==> src/rtl/lagd_mem_bank_ctrl.sv <==
// Per-bank SRAM controller: valid/ready word requests become single-cycle macro strobes, and
// responses return in order through a credit-protected FIFO.
module lagd_mem_bank_ctrl #(
    parameter int unsigned AddrWidth         = 11,
    parameter int unsigned WordsPerBank      = 2048,
    parameter int unsigned DataWidth         = 64,
    parameter int unsigned BankAccessLatency = 1,
    parameter int unsigned RspFifoDepth      = 3
) (
    input  logic                   clk_i,
    input  logic                   rst_i,
    input  logic                   req_valid_i,
    output logic                   req_ready_o,
    input  logic [AddrWidth-1:0]   req_addr_i,
    input  logic                   req_we_i,
    input  logic [DataWidth-1:0]   req_wdata_i,
    input  logic [DataWidth/8-1:0] req_strb_i,
    output logic                   rsp_valid_o,
    input  logic                   rsp_ready_i,
    output logic [DataWidth-1:0]   rsp_rdata_o,
    output logic                   rsp_write_o,
    output logic                   rsp_err_o,
    output logic                   sram_req_o,
    output logic                   sram_we_o,
    output logic [AddrWidth-1:0]   sram_addr_o,
    output logic [DataWidth-1:0]   sram_wdata_o,
    output logic [DataWidth/8-1:0] sram_be_o,
    input  logic [DataWidth-1:0]   sram_rdata_i
);

    localparam int unsigned Lat      = BankAccessLatency;
    localparam int unsigned PtrWidth = (RspFifoDepth > 1) ? $clog2(RspFifoDepth) : 1;
    localparam int unsigned CntWidth = $clog2(RspFifoDepth + 1);
    localparam logic [AddrWidth:0]      AddrLimit = (AddrWidth + 1)'(WordsPerBank);
    localparam logic [PtrWidth-1:0]     LastPtr   = PtrWidth'(RspFifoDepth - 1);

    if (BankAccessLatency == 0) begin : g_err_lat
        $error("BankAccessLatency must be at least 1");
    end
    if (RspFifoDepth == 0) begin : g_err_depth
        $error("RspFifoDepth must be at least 1");
    end
    if (64'(WordsPerBank) > (64'(1) << AddrWidth)) begin : g_err_words
        $error("WordsPerBank exceeds the address space");
    end
    if ((DataWidth % 8) != 0) begin : g_err_width
        $error("DataWidth must be a multiple of 8");
    end

    logic                   r_ready;
    logic [Lat-1:0]         r_pipe_vld, r_pipe_we, r_pipe_err;
    logic [DataWidth-1:0]   r_fifo_data [RspFifoDepth];
    logic [RspFifoDepth-1:0] r_fifo_we, r_fifo_err;
    logic [PtrWidth-1:0]    r_wptr, r_rptr;
    logic [CntWidth-1:0]    r_count;

    logic                   w_accept, w_in_range, w_push, w_pop, w_ready_d;
    logic [Lat-1:0]         w_pipe_vld_d, w_pipe_we_d, w_pipe_err_d;
    logic [CntWidth-1:0]    w_count_d;
    logic [DataWidth-1:0]   w_push_data;
    int unsigned            w_occ_d;

    function automatic logic [PtrWidth-1:0] ptr_inc(input logic [PtrWidth-1:0] p);
        return (p == LastPtr) ? '0 : p + PtrWidth'(1);
    endfunction

    assign w_accept   = req_valid_i & r_ready;
    assign w_in_range = {1'b0, req_addr_i} < AddrLimit;
    assign w_push     = r_pipe_vld[Lat-1];
    assign w_pop      = rsp_valid_o & rsp_ready_i;
    // Writes and errors carry no read data; whatever the macro drives is ignored.
    assign w_push_data = (r_pipe_we[Lat-1] | r_pipe_err[Lat-1]) ? '0 : sram_rdata_i;

    always_comb begin
        w_pipe_vld_d = (r_pipe_vld << 1) | Lat'(w_accept);
        w_pipe_we_d  = (r_pipe_we << 1) | Lat'(w_accept & req_we_i);
        w_pipe_err_d = (r_pipe_err << 1) | Lat'(w_accept & ~w_in_range);
        w_count_d    = r_count;
        unique case ({w_push, w_pop})
            2'b10:   w_count_d = r_count + CntWidth'(1);
            2'b01:   w_count_d = r_count - CntWidth'(1);
            default: w_count_d = r_count;
        endcase
        // Every accepted request reserves a FIFO slot until its response is popped.
        w_occ_d   = 32'(w_count_d) + 32'($countones(w_pipe_vld_d));
        w_ready_d = w_occ_d < RspFifoDepth;
    end

    always_ff @(posedge clk_i or posedge rst_i) begin
        if (rst_i) begin
            r_ready    <= 1'b0;
            r_pipe_vld <= '0;
            r_pipe_we  <= '0;
            r_pipe_err <= '0;
            r_wptr     <= '0;
            r_rptr     <= '0;
            r_count    <= '0;
            r_fifo_we  <= '0;
            r_fifo_err <= '0;
            for (int i = 0; i < int'(RspFifoDepth); i++) begin
                r_fifo_data[i] <= '0;
            end
        end else begin
            r_ready    <= w_ready_d;
            r_pipe_vld <= w_pipe_vld_d;
            r_pipe_we  <= w_pipe_we_d;
            r_pipe_err <= w_pipe_err_d;
            r_count    <= w_count_d;
            if (w_push) begin
                r_fifo_data[r_wptr] <= w_push_data;
                r_fifo_we[r_wptr]   <= r_pipe_we[Lat-1];
                r_fifo_err[r_wptr]  <= r_pipe_err[Lat-1];
                r_wptr              <= ptr_inc(r_wptr);
            end
            if (w_pop) begin
                r_rptr <= ptr_inc(r_rptr);
            end
        end
    end

    assign req_ready_o  = r_ready;
    assign rsp_valid_o  = (r_count != '0);
    assign rsp_rdata_o  = rsp_valid_o ? r_fifo_data[r_rptr] : '0;
    assign rsp_write_o  = rsp_valid_o & r_fifo_we[r_rptr];
    assign rsp_err_o    = rsp_valid_o & r_fifo_err[r_rptr];

    assign sram_req_o   = w_accept & w_in_range;
    assign sram_we_o    = sram_req_o & req_we_i;
    assign sram_addr_o  = sram_req_o ? req_addr_i : '0;
    assign sram_wdata_o = sram_req_o ? req_wdata_i : '0;
    assign sram_be_o    = sram_req_o ? (req_we_i ? req_strb_i : '1) : '0;

endmodule
==> config.mk <==
export PLATFORM = sky130hd
export DESIGN_NAME = lagd_mem_bank_ctrl
export DESIGN_NICKNAME = d
export VERILOG_FILES = /design/src/rtl/lagd_mem_bank_ctrl.sv
export SDC_FILE = /design/constraint.sdc
export NUM_CORES = 1
export LEC_CHECK = 0
export ABC_CLOCK_PERIOD_IN_PS = 8500
export BUFFER_PORTS_ARGS = -buffer_cell sky130_fd_sc_hd__buf_2
export CAP_MARGIN = 20
export CORE_ASPECT_RATIO = 1.2
export CORE_MARGIN = 5
export CORE_UTILIZATION = 52
export DETAILED_ROUTE_END_ITERATION = 8
export PLACE_DENSITY_LB_ADDON = 0.3
export SYNTH_ARGS = -nofsm -noshare
export SYNTH_HDL_FRONTEND = slang
export SYNTH_SLANG_ARGS = --single-unit
==> constraint.sdc <==
create_clock -name clk_i -period 8.5 [get_ports clk_i]
set_clock_uncertainty 0.15 [all_clocks]
set_input_delay 1.7 -clock clk_i [delete_from_list [all_inputs] [get_ports clk_i]]
set_output_delay 1.7 -clock clk_i [all_outputs]
set_load 0.005 [all_outputs]
==> flow_metrics.py, run 1 <==
metrics = {
    "setup_path": {
        "cpMostUsedCell": "buf_2",
        "end_kind": "output pin",
        "required_ns": 6.65,
        "worstPathCellList": "buf_2, nand2_1, a21oi_1, buf_2",
        "crit_arrival_ns": 3.30,
        "slowest_stage": "buf_2",
        "crit_family": "buffers and inverters",
        "r2r-start": "r_pipe_vld",
        "critPathLaunchType": "input port",
        "critical_path_peak_fanout": 77,
        "critPathBufInv": 2,
        "critPathKind": "input port to output pin",
        "crit_path_max_incr_delay_ns": 0.74,
        "crit_start": "req_valid_i",
    },
    "placed_design": {
        "placed_cells": 1566,
        "post-dp-hpwl_mm": 20.5,
        "place.gp.congestion": 0.956,
        "port_buffers": 304,
    },
    "layout": {
        "mostFrequentLayoutCell": "buf_2",
        "nFillCells": 1610,
        "finalNetCount": 1489,
        "final_cell_mix": "buf_2 (304), nand2_1 (210), dfrtp_1 (204), o21ai_0 (131), and3_1 (76)",
        "finalNonFillerCells": 1604,
        "area_growth_pct": 22.2,
        "final_layout_size_suffix_gt1_share_pct": 28.4,
    },
    "sta": {
        "max_freq_mhz": 194,
        "period_share_pct": 60.6,
        "slew_violations": 0,
        "grt_setup_unrepaired": "false",
        "worstMarginPinSlew_ns": 0.994,
        "setup_tns_ns": 0,
        "finalSetupViolations": 0,
        "hold_viol_final": 0,
        "max-slew-margin-rel_pct": 33.7,
        "min_period_ns": 5.15,
        "whs_ns": 0.327,
    },
    "cts": {
        "htree_levels": 1,
        "post_cts_resized": 0,
        "hold_buffers": 0,
        "insertion_delay_ns": 0.48,
        "clock-sinks": 207,
        "tritoncts": "done",
        "cts_root_buffer": "clkbuf_16",
        "post-cts-setup-buffers": 0,
        "cts_buffers": 20,
        "cts.clk_slew.worst_paths_ns": 0.06,
        "cts_max_path_buffers": 3,
    },
    "yosys": {
        "synth-seq-cells": 207,
        "synthCells": 1092,
        "syn-cell-area_um2": 10100,
        "yosysWarnings": 0,
        "async_flop_share_pct": 100,
        "synth_cell_type_count": 29,
        "syn_nets": 1247,
        "synth_edf_count": 0,
        "synth.avg_cell_area_um2": 9.21,
        "synth-seq-area-share_pct": 51.5,
        "ys.flop_type": "dfrtp_1",
    },
    "routing": {
        "drt_iter0_markers": 570,
        "vias_per_cell": 5.37,
        "routedWlPerCell_um": 18.9,
        "vias": 8616,
        "antenna_left": 0,
        "drc": 0,
        "wirelength_mm": 30.3,
        "first_pass_iters": 5,
    },
    "min_path": {
        "hold_path.class": "register to register",
        "min-delay-start": "r_fifo_data[189]",
    },
    "floorplan": {
        "coreArea_um2": 18900,
        "die_h_um": 162,
        "io_pins": 305,
        "fp.dieW_um": 137,
        "start_util_pct": 53.1,
        "fp.dieArea_um2": 22200,
        "num_rows": 55,
    },
    "grt": {
        "grt_max_degree": 130,
        "antenna_found_initial": 6,
        "grt_pass1_wl_mm": 47.1,
        "grt-ovfl-total": 0,
        "grt.met2_usage_pct": 47.6,
        "grtUsageTotal_pct": 27.0,
        "top_usage_layer": "met2",
        "met3_usage_pct": 3.86,
        "grt.met1_usage_pct": 34.8,
        "grt_pass1_vias": 8723,
    },
    "job": {
        "drv_cap": 0,
    },
    "power": {
        "vdd_drop_max_v": 0.000173,
        "p_per_area_nw_per_um2": 374,
        "total_power_mw": 4.59,
        "leakagePower_nw": 6.54,
    },
    "run_status": {
        "status": "completed",
    },
}
-- final timing paths --
path / slack, ns / end / depth (start not counted)
worst min-delay path: 0.33 / r_fifo_data[189] / 2
worst min register to register: 0.33 / r_fifo_data[189] / 2
min in group asynchronous: 1.26 / r_fifo_data[21] / 2
worst max-delay path: 3.35 / sram_be_o[0] / 4
max in group asynchronous: 5.81 / r_fifo_data[120] / 4
worst max register to register: 6.09 / r_fifo_data[142] / 4
-- worst min-delay path: cells and delay by family (launching register included) --
kind	cells	cell delay, ns
simple gates	1	0.06
flops	1	0.34
compound gates	1	0.05
-- per-layer routing --
layer,share of wire [%],routed length [µm],vias to the layer above
met5,0,0,-
met4,2.8,832,0
met3,6.0,1830,52
met2,51,15400,284
met1,40,12200,4103
li1,-,-,4177
-- cell families (layout without fill, tap and decap cells) --
| family | Yosys count | count (layout) | share of synthesized area (%) |
|---|---|---|---|
| and+or+nand+nor | 426 | 426 | 20.1 |
| other | 0 | 2 | 0 |
| AOI/OAI and AO/OA | 271 | 271 | 15.5 |
| muxes | 70 | 70 | 7.05 |
| adders and majority gates | 3 | 3 | 0.373 |
| xor gates and xnor gates | 3 | 3 | 0.261 |
| buffers and inverters | 112 | 366 | 5.21 |
| DFF | 207 | 207 | 51.5 |
-- state kept, by name (all words and copies together), names as in the netlist --
name and count:
r_count 2, r_fifo_data 192, r_fifo_err 3, r_fifo_we 3, r_pipe_vld 1, r_pipe_we 1, r_rptr 2, r_wptr 2
req_ready_o 1
-- cell type report --
cell class | instances | area, µm² | share of cell area [%]
Antenna cell | 2 | 5.00 | 0.0407
Clock buffer | 29 | 616 | 5.01
Clock inverter | 5 | 75.1 | 0.611
Inverter | 15 | 63.8 | 0.519
Multi-Input combinational cell | 773 | 4360 | 35.5
Sequential cell | 207 | 5190 | 42.2
Tap cell | 256 | 320 | 2.61
Timing Repair Buffer | 317 | 1660 | 13.5
-- stage by stage --
stage	utilization (%)	setup slack [ns]	instance area [µm²]
after floorplan	-	0.998	10100
after global placement	61.0	3.43	11500
after detailed placement	61.0	3.38	11500
after CTS	64.6	3.38	12200
after global routing	64.9	3.13	12300
final	64.9	3.35	12300
-- Yosys cell counts, types with 2 or more instances --
library cell	count	share of area, %
a21oi_1	26	1.3
a2bb2oi_1	49	4.3
and2_1	3	0.19
and3_1	76	4.7
buf_1	10	0.37
buf_2	14	0.70
buf_4	5	0.37
buf_6	9	1.0
clkbuf_1	59	2.2
dfrtp_1	207	52
ha_1	3	0.37
inv_1	15	0.56
mux2_2	3	0.34
mux2i_1	66	6.6
nand2_1	210	7.8
nand2b_1	64	4.0
nand3b_1	2	0.15
nor2_1	51	1.9
o21ai_0	131	6.5
o21ai_1	59	2.9
o21ai_2	5	0.44
or2_2	17	1.1
xnor2_1	2	0.17
-- report_power, final --
| part | internal [mW] | leakage (nW) | switching, mW |
|---|---|---|---|
| Clock | 0.561 | 0.344 | 0.358 |
| Sequential | 1.44 | 2.59 | 0.268 |
| Combinational | 0.865 | 3.61 | 1.10 |
(Power assumes the default switching activity.)
==> inputs of run 2 (changes only) <==
- ABC_AREA: not set -> 1
- ABC_CLOCK_PERIOD_IN_PS: 8500 -> 4200
- CORE_UTILIZATION: 52 -> 48
- clock period: 8.5 -> 4.2 ns (I/O delays scaled with it)
==> run 2 against run 1 <==
  * Clock power increased by 120%
  * Synthesized area increased by 5.8%
  * Final cell count increased by 19%
  * Register-to-register slack got worse by 4.4 ns
  * Largest cell class unchanged
==> flow_metrics.py, run 2 <==
metrics = {
    "cts": {
        "tritoncts": "done",
        "cts_max_path_buffers": 3,
        "htree_levels": 1,
        "cts_buffers": 23,
        "cts.clk_slew.worst_paths_ns": 0.06,
        "post_cts_resized": 0,
        "post-cts-setup-buffers": 0,
        "cts_root_buffer": "clkbuf_16",
        "insertion_delay_ns": 0.50,
        "clock-sinks": 207,
        "hold_buffers": 0,
    },
    "grt": {
        "antenna_found_initial": 2,
        "grt_pass1_vias": 10100,
        "grt-ovfl-total": 0,
        "grt_pass1_wl_mm": 52.0,
        "grtUsageTotal_pct": 24.9,
        "grt_max_degree": 97,
    },
    "floorplan": {
        "fp.dieArea_um2": 25300,
        "coreArea_um2": 21800,
        "io_pins": 305,
        "die_h_um": 173,
        "start_util_pct": 48.9,
        "fp.dieW_um": 146,
        "num_rows": 59,
    },
    "setup_path": {
        "critPathKind": "register to output pin",
        "crit_arrival_ns": 2.54,
        "cpMostUsedCell": "nand3_1",
        "critical_path_peak_fanout": 29,
        "worstPathCellList": "inv_2, buf_4, nand3_1, nand3_1, nand2_1, inv_1, buf_2",
        "end_kind": "output pin",
        "slowest_stage": "dfrtp_2",
        "critPathBufInv": 4,
        "crit_path_max_incr_delay_ns": 0.67,
        "rrSetupSlack_ns": 1.73,
        "required_ns": 3.21,
        "crit_family": "buffers and inverters",
        "critPathLaunchType": "register",
    },
    "placed_design": {
        "place.gp.congestion": 0.940,
        "post-dp-hpwl_mm": 21.2,
        "post_dp_cell_area_um2": 12000,
        "placed_cells": 1864,
        "place_ws_ns": 1.13,
        "port_buffers": 304,
    },
    "yosys": {
        "synth_top_area_share_pct": 48.7,
        "syn_nets": 1524,
        "async_flop_share_pct": 100,
        "yosys-top-cells-area": "dfrtp_1 (49%), nand2_1 (14%), nand3_1 (9.4%)",
        "synth-seq-area-share_pct": 48.7,
        "synthCells": 1369,
        "syn-cell-area_um2": 10600,
        "yosys.area.top_type": "dfrtp_1",
        "synth_common_cells": "nand2_1 (403), dfrtp_1 (207), nand3_1 (199)",
        "yosysWarnings": 0,
        "synth_cell_type_count": 22,
        "synth.most_common_cell": "nand2_1",
        "synth-seq-cells": 207,
        "ys.flop_type": "dfrtp_1",
        "synth_edf_count": 0,
        "synth.avg_cell_area_um2": 7.77,
    },
    "run_status": {
        "status": "completed",
    },
    "layout": {
        "final_layout_size_suffix_gt1_share_pct": 25.4,
        "finalNonFillerCells": 1904,
        "utilization_pct": 58.5,
        "regMostFlops": "r_fifo_data",
        "mostFrequentLayoutCell": "nand2_1",
        "fin_area_um2": 12700,
        "top_regs": "r_fifo_data (192), r_fifo_err (3), r_fifo_we (3)",
        "final_cell_mix": "nand2_1 (401), buf_2 (304), dfrtp_1 (205), nand3_1 (199), inv_1 (150)",
        "largest_register_ffs": 192,
        "area_growth_pct": 19.8,
        "finalNetCount": 1770,
    },
    "routing": {
        "first_pass_iters": 5,
        "drc": 0,
        "vias_per_cell": 5.23,
        "antenna_left": 0,
        "wirelength_mm": 32.0,
        "routedWlPerCell_um": 16.8,
        "drt_iter0_markers": 873,
        "vias": 9957,
    },
    "sta": {
        "max-slew-margin-rel_pct": 34.3,
        "slew_violations": 0,
        "finalWorstSetupSlack_ns": 0.669,
        "period_share_pct": 84.1,
        "grt_setup_unrepaired": "false",
        "max_freq_mhz": 283,
        "worstMarginPinSlew_ns": 0.985,
        "hold_viol_final": 0,
        "min_period_ns": 3.53,
        "setup_tns_ns": 0,
        "whs_ns": 0.221,
        "finalSetupViolations": 0,
    },
    "power": {
        "leakagePower_nw": 7.37,
        "p_per_area_nw_per_um2": 752,
        "total_power_mw": 9.59,
        "vdd_drop_max_v": 0.000514,
    },
    "job": {
        "drv_cap": 0,
    },
    "min_path": {
        "hold_path.class": "input port to asynchronous set/reset pin",
    },
}
==> run 2: cell types whose count changed after synthesis, moves of 41 or more <==
cell / before / now
nand2b_1: 64 / 0
and3_1: 76 / 0
a2bb2oi_1: 49 / 0
inv_1: 15 / 151
nor2_1: 51 / 92
mux2i_1: 66 / 0
o21ai_1: 59 / 128
nand2_1: 210 / 403
o21ai_0: 131 / 25
nand3_1: 0 / 199
==> run 2: final timing paths <==
path                                  startpoint  cells past startpoint                to
worst max-delay path                   r_rptr[0]                      7   rsp_rdata_o[23]
worst min-delay path                       rst_i                      2  r_fifo_data[157]
worst max register to register        r_pipe_vld                      4  r_fifo_data[176]
min in group clk_i              r_fifo_data[122]                      2  r_fifo_data[122]
max in group asynchronous                  rst_i                      3   r_fifo_data[67]
worst min register to register  r_fifo_data[122]                      2  r_fifo_data[122]
==> run 2: per-layer routing <==
metal	GRT usage, %	share of wire, %
met5	0	0
met1	29.6	39
met4	10.3	4.0
met2	44.8	51
met3	3.80	6.6
==> run 2: power breakdown <==
part	internal, mW	total (mW)	switching [mW]
clock network	1.26	2.03	0.770
logic	1.51	4.08	2.57
registers	2.90	3.48	0.575
==> run 2: layout make-up <==
class,instances,area [µm²]
tap,274,343
clock buffer,32,649
sequential,207,5180
fill,1995,9030
inverter,155,586
antenna,2,5.00
timing repair buffer,323,1710
multi-input combinational,905,4160
clock inverter,6,111
==> run 2: cell families (layout without fill, tap and decap cells) <==
kind of cell,after synthesis,after routing,share of synthesized area [%]
simple gates,702,702,27.4
compound gates,199,199,10.9
buf+inv,257,516,12.5
fa+ha+maj,3,3,0.353
xor+xnor,1,1,0.0823
other cells,0,2,0
flops,207,207,48.7
==> inputs of run 3 (changes only) <==
- ABC_CLOCK_PERIOD_IN_PS: 4200 -> 3400
- CORE_UTILIZATION: 48 -> 53
- clock period: 4.2 -> 3.4 ns (I/O delays scaled with it)
==> run 3 against run 2 <==
  * Die area shrank 8.9%
  * Count of clock-buffer cells in the layout up 4
  * Via count grew 0.70%
  * Non-clock buffer count increased by 6
  * Cell area rose by 0.16%
  * Sequential cell count unchanged
  * Critical path type unchanged
==> flow_metrics.py, run 3 (same netlist as run 2, synthesis figures left out) <==
metrics = {
    "run_status": {
        "status": "completed",
    },
    "sta": {
        "slew_violations": 0,
        "hold_viol_final": 0,
        "max_freq_mhz": 332,
        "min_period_ns": 3.01,
        "period_share_pct": 88.6,
        "worstMarginPinSlew_ns": 0.854,
        "setup_tns_ns": 0,
        "grt_setup_unrepaired": "false",
        "max-slew-margin-rel_pct": 43.1,
        "finalSetupViolations": 0,
    },
    "setup_path": {
        "worstPathCellList": "inv_2, buf_4, nand3_1, nand3_1, nand2_1, inv_1, buf_2",
        "critPathKind": "register to output pin",
        "critical_path_peak_fanout": 40,
        "crit_arrival_ns": 2.18,
        "end_kind": "output pin",
        "r2r-start": "r_count[0]",
        "rrSetupSlack_ns": 1.05,
        "critPathLaunchType": "register",
        "slowest_stage": "dfrtp_2",
        "r2r_end": "req_ready_o",
        "cpMostUsedCell": "nand3_1",
        "required_ns": 2.57,
        "r2r_cells": 9,
        "crit_path_max_incr_delay_ns": 0.59,
    },
    "floorplan": {
        "coreArea_um2": 19700,
        "start_util_pct": 54.0,
        "fp.dieArea_um2": 23000,
        "fp.dieW_um": 139,
        "io_pins": 305,
        "die_h_um": 165,
        "num_rows": 56,
    },
    "cts": {
        "insertion_delay_ns": 0.48,
        "tritoncts": "done",
        "post-cts-setup-buffers": 0,
        "cts.clk_slew.worst_paths_ns": 0.06,
        "clock-sinks": 207,
        "htree_levels": 1,
        "hold_buffers": 0,
        "post_cts_resized": 0,
        "cts_max_path_buffers": 3,
        "cts_root_buffer": "clkbuf_16",
        "cts_buffers": 22,
    },
    "routing": {
        "routedWlPerCell_um": 16.4,
        "vias_per_cell": 5.29,
        "wirelength_mm": 31.1,
        "drt_iter0_markers": 806,
        "first_pass_iters": 5,
        "drc": 0,
        "antenna_left": 0,
        "vias": 10000,
    },
    "grt": {
        "grt_max_degree": 122,
        "grt_pass1_vias": 10000,
        "grt-ovfl-total": 0,
        "grtUsageTotal_pct": 26.6,
        "antenna_found_initial": 0,
        "grt_pass1_wl_mm": 50.2,
    },
    "job": {
        "drv_cap": 0,
    },
    "layout": {
        "area_growth_pct": 20.0,
        "nFillCells": 1718,
        "diodes": 0,
        "largest_register_ffs": 192,
        "ff_latch_area_um2": 5180,
        "regMostFlops": "r_fifo_data",
        "finalNetCount": 1775,
        "final_layout_size_suffix_gt1_share_pct": 25.7,
        "multi_input_area_um2": 4160,
        "mostFrequentLayoutCell": "nand2_1",
        "final_cell_mix": "nand2_1 (401), buf_2 (304), dfrtp_1 (205), nand3_1 (199), inv_1 (150)",
        "top_regs": "r_fifo_data (192), r_fifo_err (3), r_fifo_we (3)",
    },
    "placed_design": {
        "post-dp-hpwl_mm": 21.3,
        "port_buffers": 304,
        "place.gp.congestion": 0.995,
    },
    "min_path": {
        "hold_path.class": "input port to asynchronous set/reset pin",
    },
    "power": {
        "p_per_area_nw_per_um2": 923,
        "leakagePower_nw": 7.39,
        "vdd_drop_max_v": 0.000463,
        "total_power_mw": 11.8,
    },
}
## run 3: changes by cell type in the layout (fill, tap and decap cells not counted)
cell,delta
bufinv_16,-2
clkinvlp_4,+2
clkinv_2,-1
inv_6,-1
buf_4,+6
clkbuf_8,+4
diode_2,-2
## run 3: metrics by stage
stage	util, %	std cells	worst slack (ns)	hold slack [ns]	cell area [µm²]
global route	64.9	1897	0.256	0.220	12800
global placement	61.0	1857	0.776	0.315	12000
floorplan	-	1369	-0.116	0.304	10600
finish	64.9	1897	0.386	0.167	12800
detailed placement	61.0	1857	0.701	0.319	12000
CTS	64.9	1897	0.373	0.204	12800
## run 3: final cells by class
cell class / count / area share [%]
repair buffers: 329 / 13.8
clock inverters: 4 / 0.412
clock buffers: 36 / 5.52
flip-flops and latches: 207 / 40.6
inverters: 155 / 4.59
multi-input cells: 905 / 32.6
well taps: 261 / 2.56
## run 3: worst max-delay path by stage
stage                     cells after the start   startpoint  slack (ns)               end
final                                         7    r_rptr[0]        0.39   rsp_rdata_o[37]
after global placement                        5  req_valid_i        0.78  sram_wdata_o[18]
after floorplan                               1        rst_i       -0.12        r_count[0]
after detailed placement                      5  req_valid_i        0.70  sram_wdata_o[33]
after CTS                                     7    r_rptr[0]        0.37   rsp_rdata_o[37]
after global routing                          7    r_rptr[0]        0.26   rsp_rdata_o[22]
## run 3: where the power goes
| part | internal (mW) | leakage [nW] | switching, mW | total, mW |
|---|---|---|---|---|
| Sequential | 3.59 | 2.59 | 0.663 | 4.25 |
| Combinational | 1.90 | 4.44 | 3.20 | 5.10 |
| Clock | 1.49 | 0.361 | 0.941 | 2.43 |
| Total | 6.98 | 7.39 | 4.80 | 11.8 |
## run 3: per-layer routing
metal	track usage, %	vias up	routed length [µm]
met4	10.0	0	972
met3	3.80	55	2220
met1	33.0	4733	12100
met5	0	-	0
met2	47.3	415	15900
li1	-	4824	-
## run 3: critical path: cells and delay by family, from the launching register on
kind / cells / cell delay (ns)
buffers and inverters: 4 / 0.81
flip-flops: 1 / 0.59
AND/OR/NAND/NOR: 3 / 0.29
